File: src/rtl/instr_fetch_buffer.sv
// Instruction-fetch front end: PC register, ROM address drive and a
// small {pc, instr} FIFO feeding decode over a valid/ready handshake.
module instr_fetch_buffer #(
   parameter logic [31:0] RESET_PC = 32'h0000_0000,
   parameter int          ROM_AW   = 6,
   parameter int          DEPTH    = 2
) (
   input  logic              clk,
   input  logic              rst_n,
   output logic [ROM_AW-1:0] rom_addr,
   input  logic [31:0]       rom_dout,
   input  logic              redirect,
   input  logic [31:0]       redirect_pc,
   output logic              out_valid,
   input  logic              out_ready,
   output logic [31:0]       out_pc,
   output logic [31:0]       out_instr,
   output logic              misalign_err,
   output logic [15:0]       fetch_count
);

   localparam int PW = $clog2(DEPTH);
   localparam int CW = PW + 1;

   logic [31:0]   pc_q, pc_d;
   logic [PW-1:0] rd_ptr_q, rd_ptr_d;
   logic [PW-1:0] wr_ptr_q, wr_ptr_d;
   logic [CW-1:0] count_q, count_d;
   logic [63:0]   mem_q [DEPTH];
   logic [63:0]   mem_d [DEPTH];
   logic [31:0]   head_pc_q, head_pc_d;
   logic [31:0]   head_instr_q, head_instr_d;
   logic [15:0]   fc_q, fc_d;
   logic          mis_q, mis_d;

   logic          pop;
   logic          push;
   logic [CW-1:0] remain;

   assign rom_addr     = pc_q[ROM_AW+1:2];
   assign out_valid    = (count_q != '0);
   assign out_pc       = head_pc_q;
   assign out_instr    = head_instr_q;
   assign misalign_err = mis_q;
   assign fetch_count  = fc_q;

   assign pop    = out_valid & out_ready;
   assign push   = !redirect & ((count_q < CW'(DEPTH)) | pop);
   // entries left after this cycle's pop, before the push lands
   assign remain = count_q - CW'(pop);

   // next-state: redirect wins; otherwise pop/push with head lookahead
   always_comb begin
      pc_d         = pc_q;
      rd_ptr_d     = rd_ptr_q;
      wr_ptr_d     = wr_ptr_q;
      count_d      = count_q;
      head_pc_d    = head_pc_q;
      head_instr_d = head_instr_q;
      fc_d         = fc_q;
      mis_d        = redirect & (|redirect_pc[1:0]);
      for (int i = 0; i < DEPTH; i++) begin
         mem_d[i] = mem_q[i];
      end

      if (redirect) begin
         count_d  = '0;
         rd_ptr_d = '0;
         wr_ptr_d = '0;
         pc_d     = {redirect_pc[31:2], 2'b00};
      end else begin
         if (pop) begin
            rd_ptr_d = rd_ptr_q + 1'b1;
         end
         if (push) begin
            mem_d[wr_ptr_q] = {pc_q, rom_dout};
            wr_ptr_d        = wr_ptr_q + 1'b1;
            pc_d            = pc_q + 32'd4;
            fc_d            = fc_q + 16'd1;
         end
         count_d = count_q + CW'(push) - CW'(pop);
         // head shows the new entry directly when it lands in an empty slot
         if (count_d != '0) begin
            if (remain == '0) begin
               head_pc_d    = pc_q;
               head_instr_d = rom_dout;
            end else begin
               head_pc_d    = mem_q[rd_ptr_d][63:32];
               head_instr_d = mem_q[rd_ptr_d][31:0];
            end
         end
      end
   end

   // state registers with asynchronous clear
   always_ff @(posedge clk or negedge rst_n) begin
      if (!rst_n) begin
         pc_q         <= RESET_PC;
         rd_ptr_q     <= '0;
         wr_ptr_q     <= '0;
         count_q      <= '0;
         head_pc_q    <= '0;
         head_instr_q <= '0;
         fc_q         <= '0;
         mis_q        <= 1'b0;
         for (int i = 0; i < DEPTH; i++) begin
            mem_q[i] <= '0;
         end
      end else begin
         pc_q         <= pc_d;
         rd_ptr_q     <= rd_ptr_d;
         wr_ptr_q     <= wr_ptr_d;
         count_q      <= count_d;
         head_pc_q    <= head_pc_d;
         head_instr_q <= head_instr_d;
         fc_q         <= fc_d;
         mis_q        <= mis_d;
         for (int i = 0; i < DEPTH; i++) begin
            mem_q[i] <= mem_d[i];
         end
      end
   end

endmodule
File: config.mk
export PLATFORM = sky130hd
export DESIGN_NAME = instr_fetch_buffer
export DESIGN_NICKNAME = d
export VERILOG_FILES = /design/src/rtl/instr_fetch_buffer.sv
export SDC_FILE = /design/constraint.sdc
export NUM_CORES = 1
export LEC_CHECK = 0
export ABC_AREA = 1
export CAP_MARGIN = 20
export CORE_ASPECT_RATIO = 1.25
export CORE_MARGIN = 2
export CORE_UTILIZATION = 55
export DETAILED_ROUTE_END_ITERATION = 7
export GPL_TIMING_DRIVEN = 0
export PLACE_DENSITY = 0.81
export REMOVE_ABC_BUFFERS = 1
export SYNTH_ARGS = -nofsm -noshare
export SYNTH_HDL_FRONTEND = slang
export SYNTH_SLANG_ARGS = --single-unit
export TNS_END_PERCENT = 5
File: constraint.sdc
create_clock -name clk -period 2.75 [get_ports clk]
set_input_delay 0.55 -clock clk [delete_from_list [all_inputs] [get_ports clk]]
set_output_delay 0.55 -clock clk [all_outputs]
set_load 0.02 [all_outputs]
Yosys cells after proc, flatten, opt, wreduce, memory -nomap -nowiden
Cells that the tools add are included.
- shift operators: 0
- reductions and logical operators: 9
- multipliers: 0
- mux-type cells: 16
- $lt $le $gt $ge: 4
- divide/modulo/power cells: 0
- bitwise gates (word level): 7
- equality and inequality tests: 0
- add/sub/neg operators: 7
- operators by type and width (operator ; number):
    2-to-1 mux 64 bit ; 4
    bitwise mux 128 bit ; 1
    2-to-1 mux 32 bit ; 4
    demux 64 bit (select 1 bit) ; 1
    adder 32 x 3 -> 32 bit (second input constant) ; 1
    adder 16 x 1 -> 16 bit (second input constant) ; 1
    nonzero test 2 bit ; 3
    2-to-1 mux 1 bit ; 5
    >= comparator 2 bit (second input constant) ; 2
    NOT 1 -> 2 bit ; 2
    AND reduction 2 bit ; 2
    subtractor 2 x 1 -> 2 bit ; 2
    bitwise AND 1 bit ; 3
    adder 1 bit (second input constant) ; 2
    adder 2 x 1 -> 2 bit ; 1
    logical NOT 2 bit ; 1
    less-than comparator 2 x 1 -> 1 bit (second input constant) ; 1
    less-than comparator 2 bit (second input constant) ; 1
    2-to-1 mux 2 bit ; 1
    OR reduction 2 bit ; 1
    logical AND 1 bit ; 1
    logical NOT 1 bit ; 1
    NOT 1 bit ; 1
    OR 1 bit ; 1
- register bits: 245
- output and inout port bits: 88
- ROM bits: 0
- bits of input ports: 68
- memories: 0
- logic and storage cells: 53
- memory bits (writable): 0
- bits in latches: 0

Depth between registers and ports, before layout
- depth after elaboration: 9
- depth in mapped cells: 16
- gate-level depth less buffers: 14

Worst setup path after synthesis
OpenSTA, ideal clock, no wires.
- path type: input -> register
- start: in redirect
- end: reg head_instr_q[10] (netlist: out_instr[10])
- cell stages on the path: 11
- setup time: 0.077 ns
- data required time: 2.673 ns
- setup slack: 0.321 ns
- buffers on the path: 3
- arrival time: 2.352 ns
- path through: buf_2 -> inv_2 -> nand2_4 -> buf_2 -> ha_1 -> inv_1 -> ha_1 -> nand2_1 -> clkbuf_1 -> a21oi_1 -> a21oi_1
- longest elaborated chain between the ends: 6
- elaborated cells on any way between the ends: 7
- those cells by class: add/sub: 2; bitwise: 2; reduce/logical: 3
- RTL lines (item ; line ; source):
    start, declared ; 12 ; input logic redirect,
    logical NOT 1 bit ; 48 ; assign push = !redirect & ((count_q < CW'(DEPTH)) | pop);
    bitwise AND 1 bit ; 48 ;
    adder 2 x 1 -> 2 bit ; 81 ; count_d = count_q + CW'(push) - CW'(pop);
    subtractor 2 x 1 -> 2 bit ; 81 ;
    nonzero test 2 bit ; 83 ; if (count_d != '0) begin
    AND reduction 2 bit (no source line) * ; -- ;
    end signal, assigned ; 115 ; head_instr_q <= head_instr_d;
    end, declared ; 32 ; logic [31:0] head_instr_q, head_instr_d;
Every way passes the cells marked *; elsewhere a longest branch is shown, timed or not.
A chain may end at the register's enable or synchronous reset.

Worst setup path in the final report
- start: reg count_q[0]
- end: reg head_pc_q[18] (netlist: out_pc[18])
- longest elaborated chain between the ends: 9
- elaborated cells on any way between the ends: 18
- those cells by class: add/sub: 3; order compare: 1; mux: 6; bitwise: 4; reduce/logical: 4
- RTL lines (item ; line ; source):
    start, declared ; 28 ; logic [CW-1:0] count_q, count_d;
    start signal, assigned ; 113 ; count_q <= count_d;
    branches (longest 9 deep; another with less-than comparator 2 bit) ; -- ;
    end signal, assigned ; 114 ; head_pc_q <= head_pc_d;
    end, declared ; 31 ; logic [31:0] head_pc_q, head_pc_d;
Parallel ways; which one is timed is not known. The select of a mux whose other input is x is not followed.

==> run summary <==
Final Non-Filler Cells -> 1967
Antenna cells -> 0
Leak pwr -> 6.85 nW
Filler instances -> 1722
Via count -> 11.1k
Cell taking the most area after synthesis -> dfrtp_1
Fmax achieved -> 369 MHz
Final slew viol count -> 0
Fin util -> 0.687
Top cells by count, synth -> 357 x nand2_1, 237 x dfrtp_1, 190 x nor2_1, 165 x inv_1, 130 x a21oi_1
Seq/Total Area, Yosys -> 0.491
Die Width -> 137 um
Most common cell in the synthesized netlist -> nand2_1
Type of the worst min-delay path -> in -> async
# IOs -> 156
CP bufs+invs -> 4
Num rows -> 60
Final critical-path required period -> 2.71 ns
Worst EP required -> 3.15 ns
Worst Path Max Fanout -> 15
Setup TNS Final -> 0 ns
Hold_ws -> 0.468 ns
Top Family by Delay on Critical Path -> simple AND/OR/NAND/NOR gates
Layout area overhead -> 22.6%
Port bufs -> 153
Slew headroom -> 0.386
Wirelength per Cell -> 17.8 um
Final Setup Violations -> 0
Crit-path cells -> inv_1 -> nand2_2 -> nand2_2 -> nand2_4 -> nand2_8 -> ha_1 -> inv_1 -> ha_4 -> inv_1 -> nand2_1 -> nand3_4 -> buf_16 -> nand2_8 -> nor2_1 -> a21oi_1
Clock Path Buffers -> 3
Unrepaired setup endpoints after global routing -> true
Die Area -> 0.0232 mm^2
Synth async-reset ratio -> 1.00
RD Place Congestion -> 0.931
Worst slew pin tran -> 0.921 ns
Gr usage total -> 0.301
Core footprint -> 0.0215 mm^2
Cell variety after synth -> 33
Synthesized area per cell -> 7.73 um^2
Drt first pass iters -> 5
Initial cell density of the core -> 0.561
Tot Pwr -> 18.8 mW
Most common cell type on the critical path -> inv_1
Worst skew pair latency -> 0.52 ns
Status -> completed
CP max stage delay -> 0.41 ns
Worst path slowest cell -> dfrtp_1
CP startpoint kind -> register
Period utilization -> 0.985
Number of max-cap violations -> 0
Setup Skew -> 0.0143 ns
Residual DRC -> 0
DRT Wirelength -> 35.0 mm
Total clock sinks -> 237
Syn Inst Count -> 1564
Final net count -> 1743
Initial antenna violation count -> 0
Root Buffer -> clkbuf_16
Final HPWL DP -> 19.4 mm
Post-synth EDFFs -> 0
DR vias/cell -> 5.64
Total grt overflow -> 0
Crit path kind -> reg -> reg
Yosys reg bits -> 237
VDD IR max -> 0.000953 V
Top_reg_cell synth -> dfrtp_1
Mapped cell area -> 0.0121 mm^2
Largest net degree at the start of global routing -> 118
Layout cells sized above 1 -> 0.0504
PwrDens -> 1270 mW/mm^2
Worst setup EP type -> register
Ys Warns -> 0
Post-Place Cells -> 1911
Num CTS Buffers -> 24
Hold Vio Cnt, Final -> 0
Initial drt markers -> 824
H-tree depth -> 1
CTS tree -> yes
Vias in the first global route -> 10.4k
Arrival @ worst endpoint -> 3.11 ns
Largest cells by area after synthesis -> dfrtp_1 49%, nand2_1 11%, nor2_1 5.9%, a21oi_1 5.4%, inv_1 5.1%
Yosys top cell area share -> 0.491
Antenna-violating nets left -> 0
Die H -> 170 um
Clk slew on worst S/H paths -> 0.06 ns
First-pass GRT wire length -> 54.9 mm
cell families after synthesis:
family	after synthesis	synth area share
adder cells (fa/ha/maj)	4	0.00414
other	1	0.000310
AO/OA/AOI/OAI	291	0.124
buffers and inverters	263	0.0967
AND/OR/NAND/NOR	752	0.272
XOR/XNOR	16	0.0116
flip-flops	237	0.491
repair_timing:
| item | in CTS | in global routing |
|---|---|---|
| buffers inserted | 4 | 0 |
| endpoints found under the hold margin | 25 | 0 |
| hold buffers | 1 | 0 |
| pin swaps | 4 | 0 |
| gates resized for setup | 17 | 6 |
| gates cloned | 7 | 1 |
| endpoints found under the setup margin | 216 | 97 |
area by class of cell:
type                       count  area [um^2]  share of cell area
clock inverter                 7         66.3             0.00448
timing repair buffer         169         1860               0.126
tap                          279          349              0.0236
inverter                     168          641              0.0433
multi-input combinational   1071         5210               0.352
clock buffer                  36          747              0.0504
sequential                   237         5930               0.401
worst reg2reg max path, cell delays in order (launching register included):
cell and delay (ns):
dfrtp_1 0.41, inv_1 0.12, nand2_2 0.14, nand2_2 0.11
nand2_4 0.16, nand2_8 0.14, ha_1 0.33, inv_1 0.06
ha_4 0.16, inv_1 0.07, nand2_1 0.09, nand3_4 0.16
buf_16 0.24, nand2_8 0.19, nor2_1 0.16, a21oi_1 0.05
state kept, by name (all words and copies together) (netlist names):
register      count
count_q           2
pc_q             30
mem_q           124
out_pc           30
out_instr        32
wr_ptr_q          1
fetch_count      16
misalign_err      1
rd_ptr_q          1
per-layer routing:
layer / vias up / GRT usage / wire (um)
li1: 5251 / - / -
met1: 5296 / 0.394 / 14100
met2: 448 / 0.509 / 17000
met3: 91 / 0.0499 / 2690
met4: 0 / 0.0987 / 1180
met5: - / 0 / 0
stage by stage:
step | setup WS [ns] | instance area, um^2
2_1_floorplan | -2.37 | 11600
5_1_grt | -0.0739 | 14800
6_report | 0.0405 | 14800
3_5_place_dp | -2.35 | 13700
3_3_place_gp | -9.05 | 13400
4_1_cts | 0.00586 | 14800
cell usage in the layout (no fill, tap or decap), types with 11 or more instances in the layout:
cell type / instances
nand2_1: 356
dfrtp_1: 236
nor2_1: 190
inv_1: 165
clkdlybuf4s50_1: 150
a21oi_1: 130
nand3_1: 110
o21ai_1: 108
nand3b_1: 64
o21ai_0: 35
clkbuf_16: 26
nand4_1: 13
xor2_1: 11
worst paths after layout:
kind,start,end,slack (ns),cells past startpoint
setup / recovery,count_q[0],out_pc[18],0.04,15
hold / removal,rst_n,out_pc[21],0.47,2
setup reg to reg,count_q[0],out_pc[18],0.04,15
hold reg to reg,mem_q[53],mem_q[53],0.48,2
max in group asynchronous,rst_n,mem_q[84],0.99,4
min in group clk,mem_q[53],mem_q[53],0.48,2
where the power goes:
part / switching (mW) / total (mW) / internal (mW)
sequential: 0.954 / 6.02 / 5.07
combinational: 5.88 / 9.42 / 3.54
clock: 1.38 / 3.35 / 1.97
total: 8.22 / 18.8 / 10.6
(Power assumes the default switching activity.)
